`config.mk`:
```
export PLATFORM = sky130hd
export DESIGN_NAME = uart_rx_flat
export DESIGN_NICKNAME = d
export VERILOG_FILES = /design/src/rtl/uart_rx_if.sv /design/src/rtl/uart_rx.sv /design/src/flat_wrapper.sv
export SDC_FILE = /design/constraint.sdc
export NUM_CORES = 1
export LEC_CHECK = 0
export ABC_AREA = 1
export CAP_MARGIN = 10
export CORE_MARGIN = 2
export CORE_UTILIZATION = 40
export CTS_BUF_LIST = sky130_fd_sc_hd__clkbuf_4 sky130_fd_sc_hd__clkbuf_8
export CTS_CLUSTER_DIAMETER = 30
export DETAILED_ROUTE_END_ITERATION = 7
export SYNTH_ARGS = -nofsm -noshare
export SYNTH_HDL_FRONTEND = slang
export SYNTH_SLANG_ARGS = --single-unit
```
`constraint.sdc`:
```
create_clock -name clk -period 2.5 [get_ports clk]
set_input_delay 0.25 -clock clk [delete_from_list [all_inputs] [get_ports clk]]
set_output_delay 0.25 -clock clk [all_outputs]
set_load 0.05 [all_outputs]
```
`src/rtl/uart_rx_if.sv`:
```
// UART receiver signal bundle.
// The line and config come from the transmitter side; the word and flags go back.
interface uart_rx_if #(
  parameter int DATA_WIDTH = 8
);
  logic                  RX_IN;
  logic                  PAR_EN;
  logic                  PAR_TYP;
  logic [DATA_WIDTH-1:0] P_DATA;
  logic                  DATA_VALID;
  logic                  PAR_ERR;
  logic                  STP_ERR;

  modport master (
    output RX_IN, PAR_EN, PAR_TYP,
    input  P_DATA, DATA_VALID, PAR_ERR, STP_ERR
  );

  modport slave (
    input  RX_IN, PAR_EN, PAR_TYP,
    output P_DATA, DATA_VALID, PAR_ERR, STP_ERR
  );
endinterface

```
`src/rtl/uart_rx.sv`:
```
// Oversampling UART receiver with 3-sample majority vote.
// Start, LSB-first data, optional parity and one stop bit.
module uart_rx #(
  parameter int DATA_WIDTH = 8,
  parameter int PRESCALE   = 8
) (
  input  logic      clk,
  input  logic      reset,
  uart_rx_if.slave  bus
);

  localparam int CW = $clog2(PRESCALE);
  localparam int BW = (DATA_WIDTH > 1) ? $clog2(DATA_WIDTH) : 1;

  localparam logic [CW-1:0] C_HM1  = CW'(PRESCALE/2 - 1);
  localparam logic [CW-1:0] C_H    = CW'(PRESCALE/2);
  localparam logic [CW-1:0] C_HP1  = CW'(PRESCALE/2 + 1);
  localparam logic [CW-1:0] C_LAST = CW'(PRESCALE - 1);
  localparam logic [BW-1:0] B_LAST = BW'(DATA_WIDTH - 1);

  typedef enum logic [2:0] {
    S_IDLE,
    S_START,
    S_DATA,
    S_PARITY,
    S_STOP
  } state_t;

  state_t                r_state;
  logic                  r_sync1;
  logic                  r_rx_s;
  logic                  r_smp0;
  logic                  r_smp1;
  logic [CW-1:0]         r_edge_cnt;
  logic [BW-1:0]         r_bit_cnt;
  logic [DATA_WIDTH-1:0] r_shift;
  logic                  r_par_en;
  logic                  r_par_typ;
  logic                  r_par_bad;
  logic [DATA_WIDTH-1:0] r_pdata;
  logic                  r_valid;
  logic                  r_par_err;
  logic                  r_stp_err;

  logic w_bit_val;
  logic w_smp_pt;
  logic w_wrap;

  assign w_bit_val = (r_smp0 & r_smp1) |
                     (r_smp0 & r_rx_s) |
                     (r_smp1 & r_rx_s);
  assign w_smp_pt  = (r_edge_cnt == C_HP1);
  assign w_wrap    = (r_edge_cnt == C_LAST);

  always_ff @(posedge clk) begin
    if (reset) begin
      r_state    <= S_IDLE;
      r_sync1    <= 1'b1;
      r_rx_s     <= 1'b1;
      r_smp0     <= 1'b1;
      r_smp1     <= 1'b1;
      r_edge_cnt <= '0;
      r_bit_cnt  <= '0;
      r_shift    <= '0;
      r_par_en   <= 1'b0;
      r_par_typ  <= 1'b0;
      r_par_bad  <= 1'b0;
      r_pdata    <= '0;
      r_valid    <= 1'b0;
      r_par_err  <= 1'b0;
      r_stp_err  <= 1'b0;
    end else begin
      r_sync1   <= bus.RX_IN;
      r_rx_s    <= r_sync1;
      r_valid   <= 1'b0;
      r_par_err <= 1'b0;
      r_stp_err <= 1'b0;

      if (r_edge_cnt == C_HM1) r_smp0 <= r_rx_s;
      if (r_edge_cnt == C_H)   r_smp1 <= r_rx_s;

      if (r_state != S_IDLE)
        r_edge_cnt <= w_wrap ? '0 : r_edge_cnt + 1'b1;

      unique case (r_state)
        S_IDLE: begin
          // detect cycle is edge 0 of the start bit
          if (!r_rx_s) begin
            r_state    <= S_START;
            r_edge_cnt <= CW'(1);
            r_bit_cnt  <= '0;
            r_par_en   <= bus.PAR_EN;
            r_par_typ  <= bus.PAR_TYP;
            r_par_bad  <= 1'b0;
          end
        end
        S_START: begin
          if (w_smp_pt && w_bit_val) begin
            r_state    <= S_IDLE;
            r_edge_cnt <= '0;
          end else if (w_wrap) begin
            r_state <= S_DATA;
          end
        end
        S_DATA: begin
          if (w_smp_pt)
            r_shift <= {w_bit_val, r_shift[DATA_WIDTH-1:1]};
          if (w_wrap) begin
            if (r_bit_cnt == B_LAST) begin
              r_bit_cnt <= '0;
              r_state   <= r_par_en ? S_PARITY : S_STOP;
            end else begin
              r_bit_cnt <= r_bit_cnt + 1'b1;
            end
          end
        end
        S_PARITY: begin
          if (w_smp_pt)
            r_par_bad <= w_bit_val ^ (^r_shift) ^ r_par_typ;
          if (w_wrap)
            r_state <= S_STOP;
        end
        S_STOP: begin
          // leave mid-stop so a gapless next start edge is seen
          if (w_smp_pt) begin
            r_state    <= S_IDLE;
            r_edge_cnt <= '0;
            r_stp_err  <= ~w_bit_val;
            r_par_err  <= r_par_bad;
            if (w_bit_val && !r_par_bad) begin
              r_valid <= 1'b1;
              r_pdata <= r_shift;
            end
          end
        end
        default: begin
          r_state    <= S_IDLE;
          r_edge_cnt <= '0;
        end
      endcase
    end
  end

  assign bus.P_DATA     = r_pdata;
  assign bus.DATA_VALID = r_valid;
  assign bus.PAR_ERR    = r_par_err;
  assign bus.STP_ERR    = r_stp_err;

endmodule

```
`src/flat_wrapper.sv`:
```
// flat-port wrapper written by rule: the top's interface ports become plain ports
module uart_rx_flat 
#(
  parameter int DATA_WIDTH = 8,
  parameter int PRESCALE   = 8
)
  (clk, reset, bus_RX_IN, bus_PAR_EN, bus_PAR_TYP, bus_P_DATA, bus_DATA_VALID, bus_PAR_ERR, bus_STP_ERR);
  uart_rx_if #(.DATA_WIDTH(DATA_WIDTH)) bus_i ();
  input  logic clk;
  input  logic reset;
  input wire logic [$bits(bus_i.RX_IN)-1:0] bus_RX_IN;
  input wire logic [$bits(bus_i.PAR_EN)-1:0] bus_PAR_EN;
  input wire logic [$bits(bus_i.PAR_TYP)-1:0] bus_PAR_TYP;
  output wire logic [$bits(bus_i.P_DATA)-1:0] bus_P_DATA;
  output wire logic [$bits(bus_i.DATA_VALID)-1:0] bus_DATA_VALID;
  output wire logic [$bits(bus_i.PAR_ERR)-1:0] bus_PAR_ERR;
  output wire logic [$bits(bus_i.STP_ERR)-1:0] bus_STP_ERR;
  assign bus_i.RX_IN = bus_RX_IN;
  assign bus_i.PAR_EN = bus_PAR_EN;
  assign bus_i.PAR_TYP = bus_PAR_TYP;
  assign bus_P_DATA = bus_i.P_DATA;
  assign bus_DATA_VALID = bus_i.DATA_VALID;
  assign bus_PAR_ERR = bus_i.PAR_ERR;
  assign bus_STP_ERR = bus_i.STP_ERR;
  uart_rx #(.DATA_WIDTH(DATA_WIDTH), .PRESCALE(PRESCALE)) u_core (.clk(clk), .reset(reset), .bus(bus_i));
endmodule
```
==> impl_results.md, run 1 <==
- Clock Tree Buf Depth: 2
- Synth Cell Area: 1740 sq um
- M1 WL: 1750 um
- Syn Nets: 252
- Post-synthesis average cell area: 7.27 sq um
- CP Cell Sequence: clkdlybuf4s50_1
- Final setup fails: 0
- 1st-iter DRT viols: 54
- Most common cell after layout, fill and taps aside: nand2_1
- Multi-input gate area: 876 sq um
- Core area: 4260 sq um
- CP delay by family, top: buffers and inverters
- Synth Area in Compound Gates: 17.9%
- Flip-flop and latch area: 701 sq um
- CP required: 2.25 ns
- Gp weighted congestion: 0.834
- CP bufs+invs: 1
- Vias in the first global route: 1424
- GRT Util Overall: 16.0%
- HP Class: register to register
- Die W: 70.0 um
- Final wirelength: 3430 um
- Clk Latency, worst-skew pair: 0.29 ns
- Worst Setup Path Type: register to output pin
- Initial antenna violation count: 0
- Mux contribution to synthesized area: 0%
- Die area: 4900 sq um
- Starting Density: 40.9%
- Largest family of logic cells by synthesized area: simple AND/OR/NAND/NOR gates
- Antenna viol nets, final: 0
- Total number of vias: 1473
- Post-Synth XOR/XNOR Area: 0%
- Synth Warn #: 0
- Global-route wire length before repair: 6220 um
- Row count: 24
- Post-synthesis simple-gate area fraction: 27.3%
- DP Wirelength: 2440 um
- Startpoint Class: register
- Total CTS buffers: 5
- CP arrival: 1.45 ns
- Setup crit end kind: output pin
- Worst-case clock skew: 0.00594 ns
- Final nets: 270
- Post_cts resized: 0
- H-tree levels: 2
- N_diodes: 0
- Area growth, synth to finish: 17.4%
- # DRC: 0
- Fin. max-slew vios: 0
- Ratio of cells with drive above 1 in the final layout: 12.7%
- Max Freq: 0.590 GHz
- Setup TNS: 0 ns
- RSZ-0062 raised after global routing: no
- Post-synthesis adder-cell area fraction: 5.02%
- Clock sinks: 35
- Pre-Repair DR Iteration Count: 4
- Port-buffer cells: 15
- Clock root cell: clkbuf_8
- Max_cap viols: 0
- Post-CTS Setup Inserts: 0
- Worst Slack Setup Final: 0.804 ns
- WL met3: 115 um
- Slowest CP cell: clkdlybuf4s50_1
- Rel. slew slack: 60.2%
- Crit Path Max Fanout: 2
- Top sig layer: met4
- Final hold vios: 0
- Worst IR Drop VDD: 462 uV
- Seq/Total Area, Yosys: 40.2%
- Routed vias/inst: 4.74
- CP peak stage delay: 0.81 ns
- Largest net degree at the start of global routing: 24
- Global route overflow: 0
- CTS tree: yes
- DR WL met2: 1480 um
- Final period utilization: 67.8%
- Fillcell total: 437
- Hold-fix buffer count after cts: 0
- Tmin final: 1.70 ns
- Num ports: 16
- Yosys cell types: 31
- Leakage: 0.918 nW
- WL per Instance: 11.0 um
- Place WS: 0.931 ns
- P per Cell Area: 887 nW/um^2
- Clock transition at path regs: 0.07 ns
- Synthesized instance count: 240
- Most frequent cells in the layout: nand2_1 (63), dfxtp_1 (35), inv_1 (27), a21oi_1 (23), o21ai_0 (21)
- Least-Margin Pin Slew: 0.596 ns
- Status: completed
- Die height: 70.0 um
- Synthesized flop and latch total: 35
[worst paths after layout]
path	start	to	slack, ns	cells past startpoint
setup / recovery	u_core.bus.P_DATA[6]$_SDFFE_PP0P_	bus_P_DATA[6]	0.80	1
hold / removal	u_core.r_sync1$_SDFF_PP1_	u_core.r_rx_s$_SDFF_PP1_	0.42	1
setup reg to reg	u_core.r_edge_cnt[1]$_SDFF_PP0_	u_core.r_state[1]$_SDFFE_PP0P_	0.90	12
hold reg to reg	u_core.r_sync1$_SDFF_PP1_	u_core.r_rx_s$_SDFF_PP1_	0.42	1
[through the flow]
| stage | hold slack [ns] | util [%] | total power, mW | cell area (sq um) | std cells |
|---|---|---|---|---|---|
| floorplan | 0.354 | - | 1.17 | 1740 | 240 |
| global placement | 0.404 | 45.2 | 1.29 | 1930 | 303 |
| detailed placement | 0.400 | 45.2 | 1.29 | 1930 | 303 |
| CTS | 0.418 | 48.0 | 1.82 | 2050 | 311 |
| global route | 0.426 | 48.0 | 1.93 | 2050 | 311 |
| finish | 0.416 | 48.0 | 1.82 | 2050 | 311 |
[state kept, by name, summed over array words and instances (netlist names)]
name,count
u_core.r_shift,8
u_core.r_rx_s,1
u_core.r_par_typ,1
u_core.r_edge_cnt,3
u_core.r_smp1,1
u_core.r_smp0,1
u_core.r_bit_cnt,3
u_core.r_par_en,1
u_core.r_par_bad,1
u_core.r_sync1,1
u_core.bus.P_DATA,8
u_core.r_state,3
u_core.bus.STP_ERR,1
u_core.bus.PAR_ERR,1
u_core.bus.DATA_VALID,1
[layout make-up]
type | count | share of cell area, %
multi-input cells | 166 | 42.8
well taps | 52 | 3.18
clock buffers | 6 | 4.03
inverters | 34 | 6.36
repair buffers | 16 | 7.70
flip-flops and latches | 35 | 34.2
clock inverters | 2 | 1.71
[cell usage after synthesis, drive strengths merged]
cell | instances | area share, %
buf | 3 | 1.7
nand3b | 1 | 0.43
nor3 | 2 | 0.86
or2 | 2 | 0.72
nand3 | 10 | 3.9
a211oi | 2 | 1.4
clkinv | 2 | 0.43
nand2 | 67 | 15
o221ai | 1 | 0.50
ha | 7 | 5.0
a21oi | 25 | 7.6
clkbuf | 2 | 0.43
nor2 | 21 | 6.1
dfxtp | 35 | 40
o21ai | 27 | 8.0
a22oi | 1 | 0.43
inv | 32 | 7.0
[report_power, final]
part	switching [mW]	internal, mW	leakage, nW	total [mW]
sequential	0.0651	0.625	0.284	0.690
combinational	0.385	0.209	0.573	0.594
clock	0.209	0.322	0.0612	0.532
[routing by layer]
layer  global-route usage [%]  vias up
li1                         -      800
met1                     20.4      643
met2                     25.2       24
met3                     3.46        6
met4                     8.33        0
met5                        0        -
[cell families (layout without fill, tap and decap cells)]
kind of cell | after synthesis | in the layout
fa+ha+maj | 7 | 7
buf+inv | 39 | 58
simple gates | 103 | 103
compound gates | 56 | 56
flops | 35 | 35
Note: power is estimated with default switching activity, not from simulation.
==> run 2, diff against run 1 <==
==> constraint.sdc (replaced) <==
create_clock -name clk -period 1.6 [get_ports clk]
set_input_delay 0.16 -clock clk [delete_from_list [all_inputs] [get_ports clk]]
set_output_delay 0.16 -clock clk [all_outputs]
set_load 0.05 [all_outputs]
==> impl_results.md, run 2 (synthesis results as in run 1) <==
- Final setup fails: 0 (unchanged)
- Clk Latency, worst-skew pair: 0.29 ns (about the same)
- Final hold vios: 0 (unchanged)
- Vias in the first global route: 1418 (was 1424)
- HP Class: register to register (unchanged)
- Starting Density: 40.9% (unchanged)
- Clock sinks: 35 (unchanged)
- Post-CTS Setup Inserts: 0 (unchanged)
- Worst Setup Path Type: register to register (was register to output pin)
- Clock transition at path regs: 0.07 ns (about the same)
- 1st-iter DRT viols: 79 (was 54)
- RSZ-0062 raised after global routing: no (unchanged)
- Row count: 24 (unchanged)
- Die height: 70.0 um (unchanged)
- Clock Tree Buf Depth: 2 (unchanged)
- Final hold slack: 0.412 ns (was 0.416 ns)
- Most common cell after layout, fill and taps aside: nand2_1 (unchanged)
- Largest net degree at the start of global routing: 24 (unchanged)
- Least-Margin Pin Slew: 0.338 ns (was 0.596 ns)
- Port-buffer cells: 15 (unchanged)
- Num ports: 16 (unchanged)
- Routed vias/inst: 4.79 (was 4.74)
- Rel. slew slack: 77.4% (was 60.2%)
- CP required: 1.82 ns (was 2.25 ns)
- Startpoint Class: register (unchanged)
- GRT Util Overall: 15.7% (was 16.0%)
- Global-route wire length before repair: 6070 um (was 6220 um)
- Hold-fix buffer count after cts: 0 (unchanged)
- H-tree levels: 2 (unchanged)
- WL per Instance: 10.9 um (was 11.0 um)
- Worst IR Drop VDD: 547 uV (was 462 uV)
- HP Start: u_core.r_sync1$_SDFF_PP1_ (unchanged)
- CP arrival: 1.65 ns (was 1.45 ns)
- Gp weighted congestion: 0.831 (was 0.834)
- Critical path startpoint: u_core.r_edge_cnt[0]$_SDFF_PP0_ (was u_core.bus.P_DATA[6]$_SDFFE_PP0P_)
- CP peak stage delay: 0.38 ns (was 0.81 ns)
- N_diodes: 0 (unchanged)
- Core area: 4260 sq um (unchanged)
- Total number of vias: 1500 (was 1473)
- Total CTS buffers: 5 (unchanged)
- Fillcell total: 446 (was 437)
- Clock root cell: clkbuf_8 (unchanged)
- Pre-Repair DR Iteration Count: 6 (was 4)
- Status: completed (unchanged)
- Die W: 70.0 um (unchanged)
- CP delay by family, top: flip-flops (was buffers and inverters)
- Setup crit end kind: register (was output pin)
- Max_cap viols: 0 (unchanged)
- Fin. max-slew vios: 0 (unchanged)
- Post_cts resized: 0 (unchanged)
- Final period utilization: 89.1%
- Final wirelength: 3420 um (was 3430 um)
- Final nets: 272 (was 270)
- DP Wirelength: 2530 um (was 2440 um)
- Flip-flop and latch area: 702 sq um (was 701 sq um)
- CP Cell Sequence: ha_1 -> nand2_2 -> buf_4 -> nor2_4 -> nand3_4 -> inv_4 -> o21ai_0 -> a21oi_1 (was clkdlybuf4s50_1)
- Ratio of cells with drive above 1 in the final layout: 19.2% (was 12.7%)
- RR Startpoint: u_core.r_edge_cnt[0]$_SDFF_PP0_ (was u_core.r_edge_cnt[1]$_SDFF_PP0_)
- Tmin final: 1.43 ns
- Most frequent cells in the layout: nand2_1 (62), dfxtp_1 (34), inv_1 (27), a21oi_1 (23), o21ai_0 (21) (was nand2_1 (63), dfxtp_1 (35), inv_1 (27), a21oi_1 (23), o21ai_0 (21))
- P per Cell Area: 1380 nW/um^2 (was 887 nW/um^2)
- Worst-case clock skew: 0.0117 ns (was 0.00594 ns)
- Initial antenna violation count: 0 (unchanged)
- Global route overflow: 0 (unchanged)
- Area growth, synth to finish: 16.9% (was 17.4%)
- CTS tree: yes (unchanged)
- Multi-input gate area: 883 sq um (was 876 sq um)
- Crit Path Max Fanout: 16 (was 2)
- Slowest CP cell: dfxtp_1 (was clkdlybuf4s50_1)
- Leakage: 0.953 nW (was 0.918 nW)
- Antenna viol nets, final: 0 (unchanged)
- CP bufs+invs: 2 (was 1)
- Max Freq: 0.701 GHz
- Setup TNS: 0 ns (unchanged)
- Die area: 4900 sq um (unchanged)
- # DRC: 0 (unchanged)
==> run 2: worst paths after layout <==
kind	to	slack (ns)	cells past startpoint
hold reg to reg	u_core.r_rx_s$_SDFF_PP1_	0.41	1
hold / removal	u_core.r_rx_s$_SDFF_PP1_	0.41	1
setup reg to reg	u_core.bus.P_DATA[7]$_SDFFE_PP0P_	0.17	8
setup / recovery	u_core.bus.P_DATA[7]$_SDFFE_PP0P_	0.17	8
==> run 2: layout make-up <==
cell class              count  area share, %
clock buffers               5           3.38
clock inverters             3           2.15
inverters                  34           6.38
multi-input cells         166           43.3
flip-flops and latches     35           34.4
well taps                  52           3.19
repair buffers             18           7.12
==> run 2: layer usage <==
metal | routed length [um] | share of wire (%) | up-vias | GRT usage (%)
li1 | - | - | 811 | -
met1 | 1650 | 48 | 654 | 19.0
met2 | 1550 | 45 | 30 | 25.2
met3 | 155 | 4.5 | 5 | 4.91
met4 | 59 | 1.7 | 0 | 7.48
met5 | 0 | 0 | - | 0
==> run 2: worst register-to-register path, delay by kind of cell, from the launching register on <==
kind / cells / cell delay (ns)
compound gates: 2 / 0.21
fa+ha+maj: 1 / 0.19
buf+inv: 2 / 0.30
flops: 1 / 0.38
simple gates: 3 / 0.28
==> run 2: through the flow <==
| step | utilization, % | power (mW) | instances | cell area, sq um | setup slack (ns) |
|---|---|---|---|---|---|
| after global routing | 47.8 | 3.03 | 313 | 2040 | 0.0147 |
| after detailed placement | 45.0 | 2.03 | 305 | 1920 | 0.123 |
| after CTS | 47.6 | 2.83 | 313 | 2030 | 0.0907 |
| final | 47.8 | 2.81 | 313 | 2040 | 0.174 |
| after floorplan | - | 1.84 | 240 | 1740 | 0.161 |
| after global placement | 45.0 | 2.03 | 305 | 1920 | 0.173 |
==> run 2: report_power, final <==
part / leakage [nW] / switching, mW / internal, mW
Clock: 0.0581 / 0.330 / 0.464
Sequential: 0.284 / 0.104 / 0.978
Combinational: 0.610 / 0.598 / 0.335
